`src/rtl/mem_port_arbiter.sv`:
```
// Arbitrates fetch and data requesters onto one synchronous-read memory port.
// Grant/stall are combinational; read data returns one cycle after the grant.
module mem_port_arbiter #(
  parameter int ADDR_W       = 32,
  parameter int DATA_W       = 32,
  parameter int MAX_D_STREAK = 4
) (
  input  logic              clk,
  input  logic              reset,
  input  logic              if_req_i,
  input  logic [ADDR_W-1:0] if_addr_i,
  output logic [DATA_W-1:0] if_rdata_o,
  output logic              if_valid_o,
  input  logic              dm_req_i,
  input  logic              dm_we_i,
  input  logic [ADDR_W-1:0] dm_addr_i,
  input  logic [DATA_W-1:0] dm_wdata_i,
  output logic [DATA_W-1:0] dm_rdata_o,
  output logic              dm_valid_o,
  output logic              mem_en_o,
  output logic              mem_we_o,
  output logic [ADDR_W-1:0] mem_addr_o,
  output logic [DATA_W-1:0] mem_wdata_o,
  input  logic [DATA_W-1:0] mem_rdata_i,
  output logic              stallf_o,
  output logic              stallm_o,
  output logic [31:0]       if_conflict_cnt_o,
  output logic [31:0]       dm_conflict_cnt_o
);

  typedef enum logic [1:0] {OWN_NONE, OWN_IF, OWN_DM} owner_e;

  localparam logic [3:0] STREAK_MAX = 4'(MAX_D_STREAK);

  logic [3:0]        streak_q, streak_d;
  owner_e            owner_q, owner_d;
  logic              is_store_q, is_store_d;
  logic [DATA_W-1:0] if_hold_q, dm_hold_q;
  logic [31:0]       if_cnt_q, if_cnt_d, dm_cnt_q, dm_cnt_d;
  logic              if_grant, dm_grant, dm_load_vld;

  // Data has priority until it has starved a waiting fetch MAX_D_STREAK times.
  assign if_grant = ~reset & if_req_i & (~dm_req_i | (streak_q == STREAK_MAX));
  assign dm_grant = ~reset & dm_req_i & ~if_grant;

  assign mem_en_o    = if_grant | dm_grant;
  assign mem_we_o    = dm_grant & dm_we_i;
  assign mem_addr_o  = if_grant ? if_addr_i : dm_addr_i;
  assign mem_wdata_o = dm_wdata_i;

  assign stallf_o = ~reset & if_req_i & ~if_grant;
  assign stallm_o = ~reset & dm_req_i & ~dm_grant;

  // Masking with reset drops the return of a grant made just before reset.
  assign if_valid_o  = ~reset & (owner_q == OWN_IF);
  assign dm_valid_o  = ~reset & (owner_q == OWN_DM);
  assign dm_load_vld = dm_valid_o & ~is_store_q;

  assign if_rdata_o = reset ? '0 : (if_valid_o  ? mem_rdata_i : if_hold_q);
  assign dm_rdata_o = reset ? '0 : (dm_load_vld ? mem_rdata_i : dm_hold_q);

  assign if_conflict_cnt_o = if_cnt_q;
  assign dm_conflict_cnt_o = dm_cnt_q;

  always_comb begin
    streak_d   = streak_q;
    owner_d    = OWN_NONE;
    is_store_d = 1'b0;
    if (if_grant || !if_req_i) begin
      streak_d = '0;
    end else if (dm_grant) begin
      streak_d = streak_q + 4'd1;
    end
    if (if_grant) begin
      owner_d = OWN_IF;
    end else if (dm_grant) begin
      owner_d    = OWN_DM;
      is_store_d = dm_we_i;
    end
    if_cnt_d = (stallf_o && (if_cnt_q != '1)) ? if_cnt_q + 32'd1 : if_cnt_q;
    dm_cnt_d = (stallm_o && (dm_cnt_q != '1)) ? dm_cnt_q + 32'd1 : dm_cnt_q;
  end

  always_ff @(posedge clk) begin
    if (reset) begin
      streak_q   <= '0;
      owner_q    <= OWN_NONE;
      is_store_q <= 1'b0;
      if_hold_q  <= '0;
      dm_hold_q  <= '0;
      if_cnt_q   <= '0;
      dm_cnt_q   <= '0;
    end else begin
      streak_q   <= streak_d;
      owner_q    <= owner_d;
      is_store_q <= is_store_d;
      if_cnt_q   <= if_cnt_d;
      dm_cnt_q   <= dm_cnt_d;
      if (if_valid_o) begin
        if_hold_q <= mem_rdata_i;
      end
      if (dm_load_vld) begin
        dm_hold_q <= mem_rdata_i;
      end
    end
  end

endmodule

```
`config.mk`:
```
export PLATFORM = sky130hd
export DESIGN_NAME = mem_port_arbiter
export DESIGN_NICKNAME = d
export VERILOG_FILES = /design/src/rtl/mem_port_arbiter.sv
export SDC_FILE = /design/constraint.sdc
export NUM_CORES = 1
export LEC_CHECK = 0
export CAP_MARGIN = 10
export CORE_MARGIN = 1.5
export CORE_UTILIZATION = 37
export DETAILED_ROUTE_END_ITERATION = 10
export HOLD_SLACK_MARGIN = 0.1
export PLACE_DENSITY = 0.78
export SYNTH_ARGS = -nofsm -noshare
export SYNTH_HDL_FRONTEND = slang
export SYNTH_SLANG_ARGS = --single-unit
```
`constraint.sdc`:
```
create_clock -name clk -period 2.1 [get_ports clk]
set_clock_uncertainty 0.2 [all_clocks]
set_input_delay 0.42 -clock clk [delete_from_list [all_inputs] [get_ports clk]]
set_output_delay 0.42 -clock clk [all_outputs]
set_load 0.05 [all_outputs]
```
# --- After elaboration in Yosys (flattened, before gate mapping) ---
# Index checks and enable logic that the tools add are counted.
op_classes:
  mux: 7
  n_eq_ne: 5
  bitwise_logic: 17
  addsub: 3
  reduce_logical: 7
op_table:
  columns: ["operator", "count"]
  rows:
  - ["2-to-1 mux 32 bit", 5]
  - ["adder 32 x 1 -> 32 bit, second input constant", 2]
  - ["!= test 32 bit, second input constant", 2]
  - ["bitwise AND 1 bit", 10]
  - ["NOT 1 bit", 5]
  - ["adder 4 x 1 -> 4 bit, second input constant", 1]
  - ["equality test 4 x 3 -> 1 bit, second input constant", 1]
  - ["OR reduction 2 bit", 2]
  - ["OR reduction 3 bit", 1]
  - ["equality test 2 x 1 -> 1 bit, second input constant", 1]
  - ["equality test 2 bit, second input constant", 1]
  - ["logical AND 1 bit", 2]
  - ["2-to-1 mux 2 bit", 1]
  - ["bitwise OR 1 bit", 2]
  - ["zero test 1 bit", 1]
  - ["logical OR 1 bit", 1]
  - ["2-to-1 mux 1 bit", 1]
word_totals:
  input_bits: 133
  reg_bits: 135
  wordCells: 47
  output_inout_bits: 198

# --- Depth between registers and ports, before layout ---
depth:
  ltp_word: 8
  mapped_depth: 10
  depth_no_buf: 8

# --- Least setup slack after synthesis ---
# No wires, ideal clock.
synth_path:
  kind: "input port to output port"
  startpoint: "input reset"
  endpoint: "output dm_rdata_o[10]"
  path_slack_ns: -1.511
  stages: 6
  arrival_ns: 2.991
  path_buffers: 2
  cell_sequence: "nor3b_1 -> nor2b_1 -> clkbuf_1 -> clkbuf_1 -> nand2_1 -> o21ai_0"
synth_via:
  elab_chain_cells: 5
synth_lines:
  columns: ["element", "line_no", "rtl"]
  rows:
  - ["from (decl)", "9", "input logic reset,"]
  - ["NOT 1 bit", "56", "assign dm_valid_o = ~reset & (owner_q == OWN_DM);"]
  - ["bitwise AND 1 bit", "56", null]
  - ["bitwise AND 1 bit", "57", "assign dm_load_vld = dm_valid_o & ~is_store_q;"]
  - ["2-to-1 mux 32 bit", null, null]
  - ["2-to-1 mux 32 bit *", "60", "assign dm_rdata_o = reset ? '0 : (dm_load_vld ? mem_rdata_i : dm_hold_q);"]
  - ["to (decl)", "18", "output logic [DATA_W-1:0] dm_rdata_o,"]
# Every way passes the cells marked *; elsewhere a longest branch is shown, timed or not.

# --- Worst setup path after layout ---
layout_path:
  startpoint: "register streak_q[1]"
  endpoint: "output mem_addr_o[3]"
layout_via:
  elab_chain_cells: 4
layout_lines:
  columns: ["element", "line_no", "rtl"]
  rows:
  - ["from (decl)", "35", "logic [3:0] streak_q, streak_d;"]
  - ["from (signal assigned)", "94", "streak_q <= streak_d;"]
  - ["equality test 4 x 3 -> 1 bit", "43", "assign if_grant = ~reset & if_req_i & (~dm_req_i | (streak_q == STREAK_MAX));"]
  - ["bitwise OR 1 bit", "43", null]
  - ["bitwise AND 1 bit", "43", null]
  - ["2-to-1 mux 32 bit", "48", "assign mem_addr_o = if_grant ? if_addr_i : dm_addr_i;"]
  - ["to (decl)", "22", "output logic [ADDR_W-1:0] mem_addr_o,"]
# No other way between the ends.

==> flow_metrics.env <==
export IMPL_nets=1349
export IMPL_cp_start_kind="register"
export IMPL_viasPerCell=6.11
export IMPL_ys_warn_count=0
export IMPL_core_area_mm2=0.0174
export IMPL_placed_cell_area_mm2=0.0121
export IMPL_crit_required_ns=1.48
export IMPL_path_buf_inv=4
export IMPL_wire_per_inst_um=27.6
export IMPL_failed_checks="setup timing"
export IMPL_die_x_um=137
export IMPL_maxSlewViolCount=0
export IMPL_rrSetupSlack_ns=-0.33
export IMPL_area_growth_pct=131
export IMPL_crit_cells=8
export IMPL_cpMostUsedCell="buf_12"
export IMPL_synth_top_family_by_area="simple AND/OR/NAND/NOR gates"
export IMPL_ys_ff_latch=135
export IMPL_drive_above_1_share=0.660
export IMPL_cap_viol_max_count=0
export IMPL_dp_slack_ns=-0.623
export IMPL_final_area_mm2=0.0153
export IMPL_relSlewSlack=0.650
export IMPL_total_power_mw=7.72
export IMPL_clk_pin_slew_ns=0.06
export IMPL_synth_compound_area_frac=0.157
export IMPL_htreeDepth=4
export IMPL_yosys_area_share_simple=0.276
export IMPL_clock_latency_ns=0.44
export IMPL_ios=331
export IMPL_cts_sinks=135
export IMPL_layout_commonest_cell="buf_4"
export IMPL_rr_startpoint="streak_q[1]"
export IMPL_final_hold_viol_count=0
export IMPL_instances_no_fill=1450
export IMPL_synth_mux_area_frac=0.0695
export IMPL_drtIter0Drc=832
export IMPL_r2r_end="dm_conflict_cnt_o[15]"
export IMPL_cp_data_arrival_time_ns=2.17
export IMPL_max_freq_ghz=0.358
export IMPL_worst_path_max_fanout=8
export IMPL_dpl_cell_count=1303
export IMPL_slowest_stage="mux2_4"
export IMPL_die_h_um=137
export IMPL_grt_pass1_wl_mm=49.7
export IMPL_synth_edf_count=0
export IMPL_ctsHoldBuffers=0
export IMPL_drc_errors=0
export IMPL_cp_startpoint="streak_q[1]"
export IMPL_synth_xor_area_frac=0.00663
export IMPL_cts_buffers=17
export IMPL_endpoint="mem_addr_o[3]"
export IMPL_synth_ff_type="dfxtp_1"
export IMPL_synth_nets=917
export IMPL_period_share=1.33
export IMPL_worst_r2r_cell_count=10
export IMPL_setup_viol=163
export IMPL_cts_buffer_depth=2
export IMPL_worst_slew_pin_slew_ns=0.523
export IMPL_start_util=0.381
export IMPL_num_vias=8853
export IMPL_seq_area_frac_synth=0.409
export IMPL_netlist_area_mm2=0.00661
export IMPL_grt_pass1_vias=8392
export IMPL_crit_type="register to primary output"
export IMPL_die_area_mm2=0.0187
export IMPL_hpwl_mm=18.0
export IMPL_routed_wl_mm=40.0
export IMPL_overflow=0
export IMPL_finalCriticalPeriod_ns=2.79
export IMPL_critPathTopFamily="buffers and inverters"
export IMPL_whs_ns=0.201
export IMPL_grt_max_degree=40
export IMPL_cts_tree="yes"
export IMPL_rows=48
export IMPL_gp_congestion=0.819
export IMPL_final_cell_mix="buf_4 (217), buf_12 (113), clkdlybuf4s50_1 (97), dfxtp_1 (68), nand2_1 (55)"
export IMPL_worst_slack_ns=-0.692
export IMPL_antenna_found_initial=2
export IMPL_detail_route_antenna_nets=0
export IMPL_cp_slowest_stage_delay_ns=0.33
export IMPL_hp_class="primary input to register"
export IMPL_power_density_mw_per_mm2=505
export IMPL_drt_pass1_iterations=5
export IMPL_synthCells=780
export IMPL_rsz0062_at_grt="true"
export IMPL_path_cells="inv_2 -> ha_4 -> nand3b_1 -> a21oi_4 -> buf_12 -> buf_16 -> mux2_4 -> buf_12"
export IMPL_max_vdd_ir_drop_mv=0.698
export IMPL_grt_use_total=0.352
export IMPL_cp_end_kind="primary output"
export IMPL_synth_area_per_cell_um2=8.47
export IMPL_portBuffers=266
export IMPL_synthDistinctLibCells=57
export IMPL_cts_root_buffer="clkbuf_16"
export IMPL_p_leak_nw=6.11
export IMPL_synth_fa_ha_area_frac=0.00757
export IMPL_async_flop_share=0
export IMPL_status="finished, violations left"
## cells by family (layout without fill, tap and decap cells)
kind of cell               count (synthesis)  in the layout
other                                      0              1
and+or+nand+nor                          331            335
buffers and inverters                     88            528
adders and majority gates                  4              4
muxes                                     41             41
xor gates and xnor gates                   5              5
DFF                                      135            135
AOI/OAI and AO/OA                        176            176
## per-stage QoR
| step | TNS, ns | utilization |
|---|---|---|
| floorplan | -11.75 | - |
| global placement | -44.33 | 0.696 |
| detailed placement | -48.85 | 0.696 |
| CTS | -43.10 | 0.824 |
| global route | -65.01 | 0.880 |
| finish | -56.06 | 0.880 |
## cells in the mapped netlist (6+ instances only)
library cell  count  area (um2)
o21ai_0          42         210
nand4_1          19         119
dfxtp_1         135        2700
or4_1            32         240
and3_1           10        62.6
nand3_1          26         130
nor2b_1           9        56.3
a21oi_1          80         400
nand2b_1         36         225
nand2_1         123         462
nor2_1           20        75.1
inv_1             9        33.8
a21oi_2           7        61.3
mux2_2           32         360
o21ai_1           6        30.0
mux2_1            7        78.8
clkbuf_1         34         128
buf_2             6        30.0
or3_1            15        93.8
o31ai_1          33         248
buf_4            34         255
## per-layer routing
metal,part of all wire,vias up,global-route usage,wire [um]
met5,0,-,0,0
met4,0.052,0,0.155,2070
met3,0.096,197,0.0978,3860
met2,0.48,677,0.595,19200
met1,0.37,4320,0.415,14900
li1,-,3659,-,-
## sequential cells by signal (all words and copies together) (netlist names)
signal / flops
owner_q: 2
if_hold_q: 32
if_conflict_cnt_o: 32
streak_q: 4
is_store_q: 1
dm_hold_q: 32
dm_conflict_cnt_o: 32
## worst min-delay path by stage
| stage | slack (ns) | cells past startpoint | end | start |
|---|---|---|---|---|
| floorplan | 0.23 | 1 | streak_q[0] | streak_q[0] |
| global placement | 0.27 | 2 | dm_conflict_cnt_o[19] | dm_conflict_cnt_o[19] |
| detailed placement | 0.28 | 2 | dm_conflict_cnt_o[19] | dm_conflict_cnt_o[19] |
| CTS | 0.17 | 3 | dm_conflict_cnt_o[2] | reset |
| global route | 0.19 | 3 | dm_conflict_cnt_o[2] | reset |
| finish | 0.20 | 3 | dm_conflict_cnt_o[2] | reset |
## layout make-up
type / instances / area [um2]
well taps: 225 / 282
flip-flops and latches: 135 / 2850
clock buffers: 22 / 518
multi-input cells: 561 / 5740
inverters: 11 / 53.8
clock inverters: 9 / 110
fillers: 651 / 2080
repair buffers: 486 / 5720
diodes: 1 / 2.50
## power breakdown
| part | internal [mW] | switching (mW) | total (mW) |
|---|---|---|---|
| sequential | 2.58 | 0.0300 | 2.61 |
| clock | 1.99 | 1.27 | 3.26 |
| combinational | 0.882 | 0.957 | 1.84 |
| total | 5.46 | 2.26 | 7.72 |
## tightest hold or removal path, stage by stage
cell,delay (ns)
buf_6,0.11
buf_4,0.19
a21oi_2,0.05
## timing repair
action	CTS	global route
cloned	16	2
gates resized for setup	202	153
buffers inserted	60	46
endpoints found under the setup margin	158	163
pin swaps	132	105
(Power assumes the default switching activity.)
